===== src/rtl/sa_out_drain.sv =====
// Drain stage for the output-stationary systolic array: snapshots the result bus and
// streams it out one PE row per beat. Optional OUT_LAST sideband under SA_DRAIN_LAST_EN.
module sa_out_drain #(
  parameter int HPE   = 8,
  parameter int VPE   = 8,
  parameter int WIDTH = 8
) (
  input  logic                          i_clk,
  input  logic                          i_rst_n,
  input  logic                          i_start,
  input  logic [2*WIDTH*HPE*VPE-1:0]    i_y,
  output logic                          o_out_valid,
  input  logic                          i_out_ready,
  output logic [2*WIDTH*HPE-1:0]        o_out_data,
  output logic                          o_busy,
  output logic                          o_done,
  output logic                          o_ovf
`ifdef SA_DRAIN_LAST_EN
  ,output logic                         o_out_last
`endif
);

  localparam int P    = 2 * WIDTH;
  localparam int ROWW = P * HPE;
  localparam int YW   = ROWW * VPE;
  localparam int RW   = (VPE > 1) ? $clog2(VPE) : 1;
  localparam logic [RW-1:0] LAST_ROW = RW'(VPE - 1);

  typedef enum logic {
    S_IDLE,
    S_STREAM
  } state_t;

  state_t          r_state, w_state;
  logic [RW-1:0]   r_row, w_row;
  logic [YW-1:0]   r_shadow, w_shadow;
  logic            r_valid, w_valid;
  logic [ROWW-1:0] r_data, w_data;
  logic            r_busy, w_busy;
  logic            r_done, w_done;
  logic            r_ovf, w_ovf;
  logic            w_xfer;
  logic            w_final;
`ifdef SA_DRAIN_LAST_EN
  logic            r_last, w_last;
`endif

  // Row 0 sits in the MSBs of the flattened bus, so row i starts at (VPE-1-i) rows up.
  function automatic logic [ROWW-1:0] selectRow(input logic [YW-1:0] src,
                                                input logic [RW-1:0] row);
    logic [ROWW-1:0] res;
    res = '0;
    for (int i = 0; i < VPE; i++) begin
      if (row == RW'(i)) res = src[(VPE-1-i)*ROWW +: ROWW];
    end
    return res;
  endfunction

  assign w_xfer  = r_valid & i_out_ready;
  assign w_final = w_xfer & (r_row == LAST_ROW);

  always_comb begin
    w_state  = r_state;
    w_row    = r_row;
    w_shadow = r_shadow;
    w_valid  = r_valid;
    w_data   = r_data;
    w_busy   = r_busy;
    w_done   = 1'b0;
    w_ovf    = r_ovf;
    case (r_state)
      S_IDLE: begin
        if (i_start) begin
          w_state  = S_STREAM;
          w_shadow = i_y;
          w_row    = '0;
          w_valid  = 1'b1;
          w_busy   = 1'b1;
          w_data   = selectRow(i_y, '0);
        end
      end
      S_STREAM: begin
        if (w_final) begin
          w_done = 1'b1;
          // A START landing on the final transfer chains straight into the next tile.
          if (i_start) begin
            w_shadow = i_y;
            w_row    = '0;
            w_data   = selectRow(i_y, '0);
          end else begin
            w_state = S_IDLE;
            w_row   = '0;
            w_valid = 1'b0;
            w_busy  = 1'b0;
            w_data  = '0;
          end
        end else begin
          if (w_xfer) begin
            w_row  = r_row + 1'b1;
            w_data = selectRow(r_shadow, w_row);
          end
          if (i_start) w_ovf = 1'b1;
        end
      end
      default: w_state = S_IDLE;
    endcase
  end

`ifdef SA_DRAIN_LAST_EN
  assign w_last = w_valid & (w_row == LAST_ROW);
`endif

  always_ff @(posedge i_clk or negedge i_rst_n) begin
    if (!i_rst_n) begin
      r_state  <= S_IDLE;
      r_row    <= '0;
      r_shadow <= '0;
      r_valid  <= 1'b0;
      r_data   <= '0;
      r_busy   <= 1'b0;
      r_done   <= 1'b0;
      r_ovf    <= 1'b0;
`ifdef SA_DRAIN_LAST_EN
      r_last   <= 1'b0;
`endif
    end else begin
      r_state  <= w_state;
      r_row    <= w_row;
      r_shadow <= w_shadow;
      r_valid  <= w_valid;
      r_data   <= w_data;
      r_busy   <= w_busy;
      r_done   <= w_done;
      r_ovf    <= w_ovf;
`ifdef SA_DRAIN_LAST_EN
      r_last   <= w_last;
`endif
    end
  end

  assign o_out_valid = r_valid;
  assign o_out_data  = r_data;
  assign o_busy      = r_busy;
  assign o_done      = r_done;
  assign o_ovf       = r_ovf;
`ifdef SA_DRAIN_LAST_EN
  assign o_out_last  = r_last;
`endif

endmodule


===== config.mk =====
export PLATFORM = sky130hd
export DESIGN_NAME = sa_out_drain
export DESIGN_NICKNAME = d
export VERILOG_FILES = /design/src/rtl/sa_out_drain.sv
export SDC_FILE = /design/constraint.sdc
export NUM_CORES = 2
export LEC_CHECK = 0
export CAP_MARGIN = 10
export CORE_AREA = 2 2 445 447
export CTS_BUF_LIST = sky130_fd_sc_hd__clkbuf_4 sky130_fd_sc_hd__clkbuf_8 sky130_fd_sc_hd__clkbuf_16
export DETAILED_ROUTE_END_ITERATION = 8
export DIE_AREA = 0 0 447 449
export SLEW_MARGIN = 10
export SYNTH_ARGS = -nofsm -noshare
export SYNTH_HDL_FRONTEND = slang
export SYNTH_SLANG_ARGS = --single-unit

===== constraint.sdc =====
create_clock -name i_clk -period 3.3 [get_ports i_clk]
set_clock_uncertainty 0.1 [all_clocks]
set_input_delay 0.495 -clock i_clk [delete_from_list [all_inputs] [get_ports i_clk]]
set_output_delay 0.495 -clock i_clk [all_outputs]
set_load 0.005 [all_outputs]

Word-level counts from Yosys, hierarchy flattened
Cells that the tools add are included.
{ "word_totals": {"regBits": 1159, "out_inout_bits": 132, "word_cells": 57} }
{ "classes": {"add_sub_neg": 1, "eq_ne": 12, "muxes": 29, "bitwise_logic": 4, "n_reduce_logical": 4} }
{ "op_table": {"columns": ["op", "n"], "rows": [
  ["$mux W1024", 2],
  ["$pmux W1024 S2", 1],
  ["$mux W128", 12],
  ["$pmux W128 S2", 1],
  ["$eq A3 B3 Y1 const B", 5],
  ["$mux W3", 3],
  ["$mux W1", 7],
  ["$eq A3 B2 Y1 const B", 2],
  ["$pmux W3 S2", 1],
  ["$reduce_and A3 Y1", 2],
  ["$ne A2 B2 Y1 const B", 2],
  ["$pmux W1 S2", 2],
  ["$add A3 B1 Y3 const B", 1],
  ["$eq A3 B1 Y1 const B", 1],
  ["$logic_not A3 Y1", 1],
  ["$ne A3 B1 Y1 const B", 1],
  ["$and A1 B1 Y1", 2],
  ["$ne A2 B1 Y1 const B", 1],
  ["$not A1 Y1", 2],
  ["$reduce_and A2 Y1", 1]
]} }

Depth between registers and ports, before layout
{ "depth": {"word_depth": 13, "ltp_mapped": 10} }

Worst setup path after synthesis
OpenSTA, ideal clock, no wires.
{ "synth_timing": {"kind": "reg-to-reg", "startpoint": "register r_row[0]", "endpoint": "register r_data[62] (netlist: o_out_data[62])", "arrival_time_ns": 2.100, "t_required_ns": 3.096, "setup_slack_ns": 0.996, "stages_incl_launch_ff": 9, "n_path_buf": 2, "path_cell_list": "dfrtp_1 > ha_1 > ha_1 > nor2b_1 > buf_2 > buf_2 > a32oi_1 > o311a_1 > o41ai_2"} }
{ "synth_between": {"elab_chain_len": 13} }
{ "synth_rtl": {"columns": ["item", "line_no", "rtl"], "rows": [
  ["start: declaration", "35", "logic [RW-1:0] r_row, w_row;"],
  ["start signal: assignment", "128", "r_row <= w_row;"],
  ["$add A3 B1 Y3", "99", "w_row = r_row + 1'b1;"],
  ["$logic_not A3 Y1", "54", "if (row == RW'(i)) res = src[(VPE-1-i)*ROWW +: ROWW];"],
  ["$mux W128 (8 in a row)", "54", null],
  ["$mux W128", "98", "if (w_xfer) begin"],
  ["$mux W128", "83", "if (w_final) begin"],
  ["$pmux W128 S2", "71", "case (r_state)"],
  ["end signal: assignment", "131", "r_data <= w_data;"],
  ["end: declaration", "38", "logic [ROWW-1:0] r_data, w_data;"]
]} }
Parallel ways exist; a longest one is shown, timed or not. The select of a mux whose other input is x is not followed.
A chain may end at the register's enable or synchronous reset.

Final worst setup path
{ "layout_timing": {"startpoint": "register r_row[0]", "endpoint": "register r_data[117] (netlist: o_out_data[117])"} }
The elaborated chain is that of the path after synthesis.

==> impl_metrics.env <==
export IMPL_netlist_top_cells_area="sky130_fd_sc_hd__dfrtp_1, sky130_fd_sc_hd__mux2_2, sky130_fd_sc_hd__o41ai_2, sky130_fd_sc_hd__a21oi_1, sky130_fd_sc_hd__a222oi_1"
export IMPL_min_path_cells=2
export IMPL_drtPass1Iterations=7
export IMPL_hold_ws_ns=0.191
export IMPL_ys_types=31
export IMPL_power_sequential_fraction_pct=33.6
export IMPL_rows=163
export IMPL_grt_antenna_before_repair=188
export IMPL_power_switching_share_pct=39.3
export IMPL_timing_hold_violations_final=0
export IMPL_end_kind="flip-flop"
export IMPL_yosys_top_cell_area_share_pct=51.6
export IMPL_syn_cell_area_um2=56200
export IMPL_coreArea_um2=196000
export IMPL_cts_sinks=1159
export IMPL_maxCapViolations=0
export IMPL_timing_worst_slew_pin_value_ns=0.867
export IMPL_timing_final_setup_violations=0
export IMPL_timing_final_crit_share_pct=91.4
export IMPL_gp_congestion=0.948
export IMPL_yosys_mux_area_fraction_pct=20.5
export IMPL_dp_hpwl_mm=199
export IMPL_critical_path_startpoint_type="flip-flop"
export IMPL_insertion_delay_ns=0.81
export IMPL_worst_r2r_startpoint="r_row[0]"
export IMPL_max_clock_freq_mhz=332
export IMPL_synthesized_flop_and_latch_total=1159
export IMPL_groute_usage_overall_pct=26.1
export IMPL_clock_tree_from_tritoncts="built"
export IMPL_clockRootBuffer="sky130_fd_sc_hd__clkbuf_16"
export IMPL_drive_above_1_share_pct=29.0
export IMPL_io_pins=1160
export IMPL_grt_pass1_wl_mm=374
export IMPL_holdCritPathClass="primary input to flip-flop"
export IMPL_ir_worst_vdd_uv=737
export IMPL_synth_xor_area_share_pct=0
export IMPL_p_int_mw=47.9
export IMPL_post_synthesis_mean_instance_area_um2=12.6
export IMPL_slew_violations=0
export IMPL_clkSlewWorstSetupHoldPaths_ns=0.06
export IMPL_clock_power_share_pct=20.8
export IMPL_p_per_area_nw_per_um2=1020
export IMPL_synth_simple_gate_area_share_pct=4.47
export IMPL_hold_path_end="r_shadow[336]"
export IMPL_drt_iter0_markers=5199
export IMPL_post_cts_resized=0
export IMPL_timing_rr_end="o_out_data[117]"
export IMPL_port_buffer_count=1159
export IMPL_totalNegativeSetupSlack_ns=0
export IMPL_synth_top_cell_by_area="sky130_fd_sc_hd__dfrtp_1"
export IMPL_holdBufCountCts=1
export IMPL_critPathArrivalTime_ns=3.60
export IMPL_drc=0
export IMPL_clock_tree_htree_level_count=4
export IMPL_fin_util_pct=39.4
export IMPL_power_mw=79.0
export IMPL_postRouteAntennaNets=0
export IMPL_vias=47200
export IMPL_main_combinational_cell_family_by_area_after_synthesis="multiplexers"
export IMPL_hold_start="i_y[336]"
export IMPL_fillerInstances=18900
export IMPL_yosys_warnings=0
export IMPL_status="finished clean"
export IMPL_via_per_inst=5.60
export IMPL_wire_per_inst_um=32.1
export IMPL_required_time_of_the_critical_path_ns=3.89
export IMPL_seqCellArea_um2=29000
export IMPL_crit_type="flip-flop to flip-flop"
export IMPL_final_min_clock_period_ns=3.02
export IMPL_routed_wirelength_mm=271
export IMPL_synth_cells=4470
export IMPL_power_combinational_fraction_pct=45.6
export IMPL_cp_max_fo=41
export IMPL_floorplan_die_area_um2=201000
export IMPL_power_net_switching_mw=31.1
export IMPL_multi_input_comb_area_um2=25200
export IMPL_finalNetCount=6571
export IMPL_p_leak_nw=31.8
export IMPL_synth_compound_area_share_pct=19.3
export IMPL_synth_adder_area_share_pct=0.156
export IMPL_initial_utilization_pct=28.6
export IMPL_first_global_vias=46800
export IMPL_globalRoute_totalOverflow=0
export IMPL_rsz0062_at_grt="false"
export IMPL_r2r_worst_path_cells=8
export IMPL_die_width_um=447
export IMPL_die_h_um=449
export IMPL_cts_repair_timing_setup_buffer_count=0
export IMPL_synth_sequential_area_ratio_pct=51.6
export IMPL_rrSetupSlack_ns=0.28
export IMPL_postSynthNetCount=5505
export IMPL_cts_buffers_inserted=142
export IMPL_area_growth_syn_to_layout_pct=37.4
export IMPL_grt_start_max_net_pins=104
export IMPL_maxSlewHeadroom_pct=42.2
export IMPL_clockBufferDepth=3
==> worst max-delay path, stage by stage, from the launching register on <==
cell	delay [ns]
sky130_fd_sc_hd__dfrtp_1	0.47
sky130_fd_sc_hd__ha_1	0.32
sky130_fd_sc_hd__ha_4	0.30
sky130_fd_sc_hd__nor2b_4	0.18
sky130_fd_sc_hd__buf_12	0.23
sky130_fd_sc_hd__buf_4	0.23
sky130_fd_sc_hd__a32oi_1	0.19
sky130_fd_sc_hd__o311a_1	0.51
sky130_fd_sc_hd__o41ai_2	0.22
==> power groups by stage <==
stage                     sequential, mW  clock (mW)  combinational [mW]
after detailed placement            26.4           0                35.7
after floorplan                     24.5           0                21.9
after CTS                           26.3        16.8                35.9
final                               26.5        16.5                36.1
after global placement              26.2           0                35.2
after global routing                27.2        17.4                38.0
==> logic make-up after synthesis <==
group                      after synthesis
buffers and inverters                  459
adders and majority gates                7
AOI/OAI and AO/OA                     1287
DFF                                   1159
muxes                                 1024
and+or+nand+nor                        534
==> through the flow <==
stage	cell area, um2	setup WS [ns]	std cells
after floorplan	56200	0.996	4470
after global placement	71900	0.361	8031
after detailed placement	71900	0.332	8031
after CTS	76900	0.312	8291
after global routing	77200	0.225	8425
final	77200	0.284	8441
==> layout by cell type, fill, tap and decap left out, drive strengths merged, types with 128 or more instances in the layout <==
cell type,netlist,layout
o41ai,128,128
a32oi,128,128
buf,262,216
o311a,128,128
clkdlybuf4s50,0,1158
o21a,128,128
nand3,130,130
nor2,258,258
a222oi,128,128
a21o,128,128
mux2,1024,1024
o22ai,128,128
clkbuf,191,210
dfrtp,1159,1159
a21oi,257,257
diode,0,150
nand2b,129,129
==> worst max path at each step <==
stage | start | endpoint | depth (start not counted)
global placement | r_row[0] | o_out_data[117] | 8
floorplan | r_row[0] | o_out_data[62] | 8
detailed placement | r_row[0] | o_out_data[117] | 8
CTS | r_row[0] | o_out_data[117] | 8
global route | r_row[0] | o_out_data[115] | 7
finish | r_row[0] | o_out_data[117] | 8
==> Yosys cell counts <==
library cell and instances:
sky130_fd_sc_hd__buf_4 13, sky130_fd_sc_hd__nor2b_1 4, sky130_fd_sc_hd__mux2_2 1024, sky130_fd_sc_hd__o21bai_1 1, sky130_fd_sc_hd__o311a_1 128, sky130_fd_sc_hd__o21a_1 128
sky130_fd_sc_hd__a32oi_1 128, sky130_fd_sc_hd__o41ai_1 8, sky130_fd_sc_hd__o41ai_2 120, sky130_fd_sc_hd__a21oi_1 257, sky130_fd_sc_hd__buf_1 21, sky130_fd_sc_hd__o21ai_0 4
sky130_fd_sc_hd__a222oi_1 128, sky130_fd_sc_hd__nand2_1 8, sky130_fd_sc_hd__dfrtp_1 1159, sky130_fd_sc_hd__nand3_1 130, sky130_fd_sc_hd__inv_1 6, sky130_fd_sc_hd__nor3b_1 1
sky130_fd_sc_hd__nor2_1 258, sky130_fd_sc_hd__ha_1 7, sky130_fd_sc_hd__buf_6 21, sky130_fd_sc_hd__and3_1 1, sky130_fd_sc_hd__and2_1 3, sky130_fd_sc_hd__a41oi_1 1
sky130_fd_sc_hd__nand2b_1 129, sky130_fd_sc_hd__clkbuf_1 191, sky130_fd_sc_hd__a22o_1 127, sky130_fd_sc_hd__buf_2 207, sky130_fd_sc_hd__o22ai_1 128, sky130_fd_sc_hd__o31ai_1 1
sky130_fd_sc_hd__a21o_1 128
==> state kept, by name (all words and copies together), names as in the netlist <==
register	count
r_row	3
o_out_data	128
r_shadow	1024
o_ovf	1
o_done	1
r_state	1
o_busy	1
==> metal layers <==
layer / track usage, % / wire, um / vias to the layer above
met5: 0 / 185 / -
met4: 18.6 / 16900 / 30
met3: 5.92 / 22300 / 615
met2: 38.2 / 122000 / 2574
met1: 33.9 / 109000 / 24600
li1: - / - / 19500
==> layout make-up <==
class | instances | share of cell area [%]
Sequential cell | 1159 | 37.6
Antenna cell | 150 | 0.486
Clock inverter | 49 | 0.851
Clock buffer | 210 | 5.54
Multi-Input combinational cell | 2852 | 32.6
Inverter | 6 | 0.0518
Tap cell | 2640 | 4.28
Timing Repair Buffer | 1375 | 18.7
Power figures use the tool's default switching activity.
